===== config.mk =====
export PLATFORM = sky130hd
export DESIGN_NAME = taxi_step
export DESIGN_NICKNAME = d
export VERILOG_FILES = /design/src/rtl/taxi_step.sv
export SDC_FILE = /design/constraint.sdc
export NUM_CORES = 1
export LEC_CHECK = 0
export CORE_AREA = 4 4 96 98
export DETAILED_ROUTE_END_ITERATION = 10
export DIE_AREA = 0 0 100 102
export HOLD_SLACK_MARGIN = 0.1
export PLACE_DENSITY = 0.9
export REMOVE_ABC_BUFFERS = 1
export SLEW_MARGIN = 25
export SYNTH_ARGS = -nofsm -noshare
export SYNTH_HDL_FRONTEND = slang
export SYNTH_SLANG_ARGS = --single-unit

===== constraint.sdc =====
create_clock -name clk -period 21.6 [get_ports clk]
set_input_delay 2.16 -clock clk [delete_from_list [all_inputs] [get_ports clk]]
set_output_delay 2.16 -clock clk [all_outputs]
set_load 0.02 [all_outputs]

===== src/rtl/taxi_step.sv =====
// Taxi-v3 environment core: holds the encoded episode state, applies one
// action per accepted handshake and reports next state, reward and done.
//
// Handshake: an action transfers on a rising edge where act_valid and
// act_ready are both high and neither env_reset nor load_en is asserted.
// act_ready is a pure function of the registered FSM state (high only in
// READY), so it never depends combinationally on act_valid or action.
module taxi_step #(
  parameter logic [15:0] LFSR_SEED = 16'hACE1
) (
  input  logic       clk,
  input  logic       rst_n,
  input  logic       env_reset,
  input  logic       load_en,
  input  logic [8:0] load_state,
  input  logic       act_valid,
  output logic       act_ready,
  input  logic [2:0] action,
  output logic [8:0] encoded_state,
  output logic       step_valid,
  output logic [7:0] reward,
  output logic       done
);

  typedef enum logic [1:0] {ST_SEED, ST_READY, ST_DONE} state_e;

  // A zero seed would lock the LFSR, so it is replaced by 1.
  localparam logic [15:0] SEED_EFF = (LFSR_SEED == 16'h0000) ? 16'h0001 : LFSR_SEED;

  localparam logic [7:0] RW_STEP = 8'hFF; // -1
  localparam logic [7:0] RW_BAD  = 8'hF6; // -10
  localparam logic [7:0] RW_WIN  = 8'h14; // +20

  state_e      state_q, state_d;
  logic [15:0] lfsr_q, lfsr_d;
  logic [8:0]  enc_q, enc_d;
  logic        step_valid_q, step_valid_d;
  logic [7:0]  reward_q, reward_d;
  logic        done_q, done_d;

  // Landmark lookup: {hit, index} for the taxi position.
  function automatic logic [2:0] loc_at(input logic [8:0] r, input logic [8:0] c);
    logic [2:0] res;
    res = 3'b000;
    if (r == 9'd0 && c == 9'd0) res = 3'b100;
    if (r == 9'd0 && c == 9'd4) res = 3'b101;
    if (r == 9'd4 && c == 9'd0) res = 3'b110;
    if (r == 9'd4 && c == 9'd3) res = 3'b111;
    return res;
  endfunction

  // Cells whose east side has a wall.
  function automatic logic east_wall(input logic [8:0] r, input logic [8:0] c);
    return ((r <= 9'd1) && (c == 9'd1)) ||
           ((r >= 9'd3) && ((c == 9'd0) || (c == 9'd2)));
  endfunction

  // Cells whose west side has a wall.
  function automatic logic west_wall(input logic [8:0] r, input logic [8:0] c);
    return ((r <= 9'd1) && (c == 9'd2)) ||
           ((r >= 9'd3) && ((c == 9'd1) || (c == 9'd3)));
  endfunction

  // Decode of the registered state and episode-start candidate.
  logic [8:0] q4, q20, cur_row, cur_col, cur_pass, cur_dest;
  logic [8:0] cand_row, cand_col, cand_pass, cand_dest, cand_enc;
  logic       cand_ok, lfsr_fb;
  always_comb begin
    q4        = enc_q >> 2;
    cur_dest  = {7'd0, enc_q[1:0]};
    cur_pass  = q4 % 9'd5;
    q20       = q4 / 9'd5;
    cur_col   = q20 % 9'd5;
    cur_row   = q20 / 9'd5;
    cand_row  = {6'd0, lfsr_q[2:0]};
    cand_col  = {6'd0, lfsr_q[5:3]};
    cand_pass = {7'd0, lfsr_q[7:6]};
    cand_dest = {7'd0, lfsr_q[9:8]};
    cand_ok   = (cand_row < 9'd5) && (cand_col < 9'd5) && (cand_pass != cand_dest);
    cand_enc  = cand_row * 9'd100 + cand_col * 9'd20 + cand_pass * 9'd4 + cand_dest;
    lfsr_fb   = lfsr_q[15] ^ lfsr_q[14] ^ lfsr_q[12] ^ lfsr_q[3];
  end

  // Step result for the offered action, computed from registered state only.
  logic [8:0] nrow, ncol, npass, step_enc;
  logic [7:0] step_reward;
  logic       step_done;
  logic [2:0] here;
  always_comb begin
    nrow        = cur_row;
    ncol        = cur_col;
    npass       = cur_pass;
    step_reward = RW_STEP;
    step_done   = 1'b0;
    here        = loc_at(cur_row, cur_col);
    case (action)
      3'd0: if (cur_row < 9'd4) nrow = cur_row + 9'd1;
      3'd1: if (cur_row > 9'd0) nrow = cur_row - 9'd1;
      3'd2: if (cur_col < 9'd4 && !east_wall(cur_row, cur_col)) ncol = cur_col + 9'd1;
      3'd3: if (cur_col > 9'd0 && !west_wall(cur_row, cur_col)) ncol = cur_col - 9'd1;
      3'd4: begin
        if (cur_pass < 9'd4 && here[2] && (here[1:0] == cur_pass[1:0])) npass = 9'd4;
        else step_reward = RW_BAD;
      end
      3'd5: begin
        if (cur_pass == 9'd4 && here[2]) begin
          npass = {7'd0, here[1:0]};
          if (here[1:0] == cur_dest[1:0]) begin
            step_reward = RW_WIN;
            step_done   = 1'b1;
          end
        end else begin
          step_reward = RW_BAD;
        end
      end
      default: step_reward = RW_BAD;
    endcase
    step_enc = nrow * 9'd100 + ncol * 9'd20 + npass * 9'd4 + cur_dest;
  end

  // Next-state logic: env_reset beats load_en beats an action accept.
  always_comb begin
    state_d      = state_q;
    lfsr_d       = {lfsr_q[14:0], lfsr_fb};
    enc_d        = enc_q;
    step_valid_d = 1'b0;
    reward_d     = reward_q;
    done_d       = done_q;
    if (env_reset) begin
      state_d = ST_SEED;
      done_d  = 1'b0;
    end else if (load_en) begin
      if (load_state < 9'd500) begin
        enc_d   = load_state;
        done_d  = 1'b0;
        state_d = ST_READY;
      end
    end else begin
      case (state_q)
        ST_SEED: begin
          if (cand_ok) begin
            enc_d   = cand_enc;
            state_d = ST_READY;
          end
        end
        ST_READY: begin
          if (act_valid) begin
            enc_d        = step_enc;
            reward_d     = step_reward;
            done_d       = step_done;
            step_valid_d = 1'b1;
            state_d      = step_done ? ST_DONE : ST_READY;
          end
        end
        default: ;
      endcase
    end
  end

  // State registers with asynchronous active-low reset.
  always_ff @(posedge clk or negedge rst_n) begin
    if (!rst_n) begin
      state_q      <= ST_SEED;
      lfsr_q       <= SEED_EFF;
      enc_q        <= 9'd0;
      step_valid_q <= 1'b0;
      reward_q     <= 8'd0;
      done_q       <= 1'b0;
    end else begin
      state_q      <= state_d;
      lfsr_q       <= lfsr_d;
      enc_q        <= enc_d;
      step_valid_q <= step_valid_d;
      reward_q     <= reward_d;
      done_q       <= done_d;
    end
  end

  assign act_ready     = (state_q == ST_READY);
  assign encoded_state = enc_q;
  assign step_valid    = step_valid_q;
  assign reward        = reward_q;
  assign done          = done_q;

endmodule


==> results of run 1 <==
## layout make-up
class / instances / area (um2) / area share [%]
Clock buffer: 5 / 68.8 / 1.18
Clock inverter: 3 / 23.8 / 0.407
Inverter: 55 / 209 / 3.58
Multi-Input combinational cell: 537 / 4180 / 71.6
Sequential cell: 32 / 811 / 13.9
Tap cell: 108 / 135 / 2.31
Timing Repair Buffer: 43 / 413 / 7.07
## placed cells by master (no fill, tap or decap), types with 12 or more instances in the layout
cell type | synthesis | routed
a21oi_1 | 39 | 39
a31oi_1 | 12 | 12
clkdlybuf4s50_1 | 0 | 36
dfrtp_1 | 24 | 24
fa_1 | 12 | 12
ha_1 | 55 | 55
inv_1 | 48 | 48
nand2_1 | 53 | 53
nand2b_1 | 12 | 12
nand3_1 | 13 | 13
nand4_1 | 13 | 13
nor2_1 | 38 | 38
nor2b_1 | 13 | 13
nor3_1 | 13 | 13
o21ai_0 | 18 | 18
o21ai_1 | 15 | 15
xnor2_1 | 40 | 40
## logic make-up (layout without fill, tap and decap cells)
group,Yosys count,count (layout)
simple gates,213,213
flops,32,32
mux,10,10
xor+xnor,50,50
fa+ha+maj,67,67
buf+inv,94,106
compound gates,197,197
## final timing paths
kind / end / slack [ns] / depth (start not counted)
max: encoded_state[8]$_DFFE_PN0P_ / 9.68 / 48
min: lfsr_q[11]$_DFF_PN1_ / 0.36 / 0
max reg2reg: encoded_state[8]$_DFFE_PN0P_ / 9.68 / 48
min reg2reg: lfsr_q[11]$_DFF_PN1_ / 0.36 / 0
max in group asynchronous: lfsr_q[15]$_DFF_PN1_ / 18.99 / 2
min in group asynchronous: lfsr_q[3]$_DFF_PN0_ / 2.29 / 2
## worst register-to-register path, delay by kind of cell (launching register included)
kind	cells	cell delay, ns
buffers and inverters	6	0.65
xor gates and xnor gates	7	1.32
DFF	1	0.63
AOI/OAI and AO/OA	19	4.46
adders and majority gates	8	2.63
and+or+nand+nor	8	2.15
## Yosys cell counts, drive strengths merged (5+ instances only)
master | count | share of area [%]
a211oi | 10 | 1.6
mux2i | 8 | 1.5
ha | 55 | 13
a31oi | 13 | 1.6
o311ai | 5 | 0.94
dfstp | 8 | 3.8
o221ai | 5 | 1.0
nor4 | 8 | 1.0
nand2b | 12 | 1.4
fa | 12 | 4.4
nor2 | 40 | 2.8
xor2 | 9 | 1.4
nor3b | 6 | 0.92
inv | 55 | 3.8
o21ai | 37 | 3.8
xnor2 | 40 | 6.4
nand3 | 14 | 1.4
nor2b | 13 | 1.5
o211ai | 7 | 1.1
a21oi | 39 | 3.6
and3 | 7 | 0.80
o21a | 9 | 1.2
and2 | 5 | 0.57
a21o | 11 | 1.5
a32oi | 5 | 0.94
nand2 | 53 | 3.6
clkbuf | 9 | 0.62
nor4b | 5 | 1.0
o211a | 5 | 0.92
dfrtp | 24 | 11
buf | 30 | 4.2
or2 | 6 | 0.73
nand4 | 13 | 1.5
nor3 | 14 | 1.4
## per-stage QoR
step / std cells / util (%) / setup slack, ns
2_1_floorplan: 624 / - / 10.94
5_1_grt: 783 / 69.0 / 8.88
4_1_cts: 783 / 69.0 / 9.80
3_3_place_gp: 775 / 67.9 / 10.48
3_5_place_dp: 775 / 67.9 / 9.85
6_report: 783 / 69.0 / 9.68
## flip-flops by register name (all words and copies together) (netlist names)
register       count
done               1
encoded_state      9
lfsr_q            16
reward             3
state_q            2
step_valid         1
## metal layers
| metal | share of wire (%) | vias to the layer above | GRT usage, % |
|---|---|---|---|
| met4 | 3.3 | 0 | 10.2 |
| met5 | 0 | - | 0 |
| met2 | 49 | 251 | 48.7 |
| met3 | 6.7 | 41 | 2.25 |
| li1 | - | 2456 | - |
| met1 | 41 | 2508 | 38.0 |
==> flow_summary.toml, run 1 <==
[job]
drv_cap = 0

[yosys]
synth-seq-cells = 32
muxShareOfSynthArea_pct = 1.88
synthCells = 663
synth-compound-area-share_pct = 27.8
synthAdderAreaFrac_pct = 17.0
synth-xor-area-share_pct = 8.27
ys.flop_type = "dfrtp_1"
synth_edf_count = 0
ys_seq_area_share_pct = 14.8
synthArstFlopShare_pct = 100
syn_area_per_cell_um2 = 8.24
synth-simple-area-share_pct = 21.6
synth_area_um2 = 5460
synth_top_family_by_area = "compound AO/OA/AOI/OAI gates"
synth.distinct_cells = 99
yosysWarnings = 0

[place]
place_area_um2 = 5750
numPortBuffers = 36
place_congestion = 1.02
dp_hpwl_um = 11100

[worst_setup_path]
crit_buf_inv = 6
critical_path_arrival_ns = 12.14
path_class = "reg2reg"
cp-startpoint = "encoded_state[4]$_DFFE_PN0P_"
end_kind = "flip-flop"
cp_common_cell = "ha_1"
worstReg2RegStart = "encoded_state[4]$_DFFE_PN0P_"
crit_slowest_cell = "dfrtp_1"
cp_top_family = "compound AO/OA/AOI/OAI gates"
crit_path_max_incr_delay_ns = 0.63
cp_max_fo = 16
cp-start-kind = "flip-flop"
required_ns = 21.83

[routing]
drt_iter0_drc = 488
first_pass_iters = 6
postRouteAntennaNets = 0
wirelength_um = 14300
drc_errors = 0
vias = 5256
wl_per_cell_um = 18.2
via_per_inst = 6.71

[timing]
grt_setup_unrepaired = "no"
fmax_mhz = 83.9
tns_ns = 0
period_minus_slack_ns = 11.92
setup_viol = 0
tightest_slew_ns = 0.864
slew_violations = 0
whs_ns = 0.359
min_period_over_period_pct = 55.2
hold_viol_final = 0
max_slew_margin_pct = 42.2
skew_ns = 0.00595

[clock_network]
clockRootBuffer = "clkbuf_8"
cts_buffers = 5
clk_path_buf_depth = 2
cts.sinks = 32
cts.clk_slew.worst_paths_ns = 0.07
cts_tree = "built"
clock_latency_ns = 0.29
hold_buffers = 0
cts-htree-levels = 2
cts_resized = 0
post_cts_buffers = 0

[global_routing]
track_usage_pct = 28.5
grt.overflow.total = 0
grt_max_degree = 34
grt_antenna_before_repair = 0
grt_pass1_wl_um = 23900
grt_pass1_vias = 5060

[die]
die_w_um = 100
dieHeight_um = 102
dieArea_um2 = 10200
ios = 37
core_area_um2 = 8470
row_count = 34
initial_utilization_pct = 64.5

[finish]
antenna-diode-count = 0
drive_gt1_share_pct = 10.4
fin_area_um2 = 5840
nets = 758
fillers = 695
syn2layout_area_growth_pct = 6.92

[min_path]
hold_class = "reg2reg"
hp-start = "lfsr_q[10]$_DFF_PN1_"

[outcome]
status = "completed"
Power of run 1 is left out: the tool's default activity adds up to more than one toggle a clock period on the data nets, which glitch-free logic cannot reach.
==> inputs of run 2 (changes only) <==
Settings changed: CORE_AREA 4 4 96 98 to 4 4 104 106, DIE_AREA 0 0 100 102 to 0 0 108 110, PLACE_DENSITY 0.9 to 0.81.
Clock period 21.6 ns to 10.5 ns, I/O delays scaled along.
==> run 2 against run 1 <==
Net effect:
- utilization shrank 5.2 points
- setup slack worse by 9.0 ns
- largest cell class unchanged
- wire length is 4.2% higher
- cell area up 6.7%
==> flow_summary.toml, run 2 (synthesis gave the netlist of run 1 again) <==
[worst_setup_path]
r2r_cells = 50
critical_path_arrival_ns = 10.05
cp-start-kind = "flip-flop"
crit_path_max_incr_delay_ns = 0.49
endpoint = "encoded_state[8]$_DFFE_PN0P_"
path_class = "reg2reg"
cp-startpoint = "encoded_state[4]$_DFFE_PN0P_"
cp_common_cell = "inv_1"
worstReg2RegStart = "encoded_state[4]$_DFFE_PN0P_"
cp_max_fo = 11
required_ns = 10.73
r2r_slack_ns = 0.67
crit_slowest_cell = "fa_1"
end_kind = "flip-flop"
r2r-end = "encoded_state[8]$_DFFE_PN0P_"

[place]
dp_hpwl_um = 11700
numPortBuffers = 36
dp_slack_ns = -0.124
place_congestion = 0.932

[global_routing]
grt_max_degree = 33
grt_pass1_vias = 5100
grt_antenna_before_repair = 0
track_usage_pct = 25.4
grt.overflow.total = 0
grt_pass1_wl_um = 24600

[clock_network]
cts.sinks = 32
cts.clk_slew.worst_paths_ns = 0.06
cts_tree = "built"
clockRootBuffer = "clkbuf_8"
clock_latency_ns = 0.29
cts_buffers = 5
cts-htree-levels = 2
clk_path_buf_depth = 2
hold_buffers = 0

[finish]
multiInputGateArea_um2 = 4270
fillers = 836
antenna-diode-count = 0
syn2layout_area_growth_pct = 14.1
nets = 792
drive_gt1_share_pct = 17.1
seqCellArea_um2 = 820
final_common_cell = "ha_1"
top_register = "lfsr_q"
largest_reg_flops = 16
final_cell_mix = "ha_1, nand2_1, inv_1"

[die]
die_w_um = 108
ios = 37
core_area_um2 = 9770
row_count = 36
dieHeight_um = 110
dieArea_um2 = 11900
initial_utilization_pct = 55.9

[routing]
via_per_inst = 6.30
wl_per_cell_um = 17.7
drc_errors = 0
vias = 5304
drt_iter0_drc = 473
postRouteAntennaNets = 0
wirelength_um = 14900
first_pass_iters = 5

[min_path]
hold_class = "reg2reg"

[outcome]
status = "completed"

[timing]
hold_viol_final = 0
fmax_mhz = 102
tightest_slew_ns = 0.841
grt_setup_unrepaired = "no"
slew_violations = 0
min_period_over_period_pct = 93.6
max_slew_margin_pct = 43.8
skew_ns = 0.00774
period_minus_slack_ns = 9.83
fin_ws_ns = 0.672
setup_viol = 0

[job]
drv_cap = 0
-- run 2: cell count changes in the layout (fill, tap and decap cells not counted), moves of 2 or more --
cell        before  now
nor2b_1         13   11
clkinvlp_4       2    0
clkbuf_8         5    7
dfrtp_2          0    4
nor2b_2          0    2
dfrtp_1         24   19
buf_4            7   39
-- run 2: metal layers --
layer  wire length (um)  vias to the layer above  global-route usage, %
met5                  0                        -                      0
met4                303                        0                   6.94
met3               1040                       33                   3.49
met2               7020                      245                   42.9
met1               6510                     2514                   34.1
li1                   -                     2512                      -
-- run 2: worst max-delay path: cells and delay by family (launching register included) --
family / cells / cell delay [ns]
fa+ha+maj: 8 / 2.45
compound gates: 14 / 2.23
simple gates: 9 / 1.68
xor+xnor: 9 / 1.58
buf+inv: 9 / 1.00
flops: 1 / 0.44
mux: 1 / 0.34
-- run 2: repair_timing --
item | CTS | global route
hold endpoints to repair | 0 | 0
setup buffers | 0 | 12
endpoints found under the setup margin | 1 | 3
resized for setup | 2 | 24
pin swaps | 0 | 6
-- run 2: worst min-delay path by stage --
stage                               from              endpoint  slack (ns)  cells past startpoint
floorplan           lfsr_q[10]$_DFF_PN1_  lfsr_q[11]$_DFF_PN1_        0.35                      0
global placement    lfsr_q[10]$_DFF_PN1_  lfsr_q[11]$_DFF_PN1_        0.35                      0
detailed placement  lfsr_q[10]$_DFF_PN1_  lfsr_q[11]$_DFF_PN1_        0.35                      0
CTS                 lfsr_q[10]$_DFF_PN1_  lfsr_q[11]$_DFF_PN1_        0.36                      0
global route        lfsr_q[10]$_DFF_PN1_  lfsr_q[11]$_DFF_PN1_        0.36                      0
finish              lfsr_q[10]$_DFF_PN1_  lfsr_q[11]$_DFF_PN1_        0.36                      0
-- run 2: final cells by class --
cell class | count | area share [%]
multi-input combinational | 537 | 68.5
sequential | 32 | 13.1
timing repair buffer | 77 | 10.7
inverter | 55 | 3.35
tap | 133 | 2.67
clock buffer | 8 | 1.61
-- run 2: through the flow --
| stage | setup TNS, ns | hold slack (ns) | util (%) | std cells | area [um2] |
|---|---|---|---|---|---|
| 5_1_grt | 0 | 0.359 | 63.8 | 842 | 6230 |
| 3_3_place_gp | 0 | 0.348 | 60.8 | 822 | 5940 |
| 2_1_floorplan | -0.160 | 0.345 | - | 624 | 5200 |
| 3_5_place_dp | -0.124 | 0.347 | 60.8 | 822 | 5940 |
| 6_report | 0 | 0.355 | 63.8 | 842 | 6230 |
| 4_1_cts | 0 | 0.356 | 61.9 | 830 | 6050 |
Power of run 2 is left out for the same reason.
==> inputs of run 3 (changes only) <==
Settings changed: CTS_CLUSTER_SIZE set to 10.
==> results of run 3 <==
The final DEF is identical to that of run 2; final timing and power are the same.
Power of run 3 is left out for the same reason.
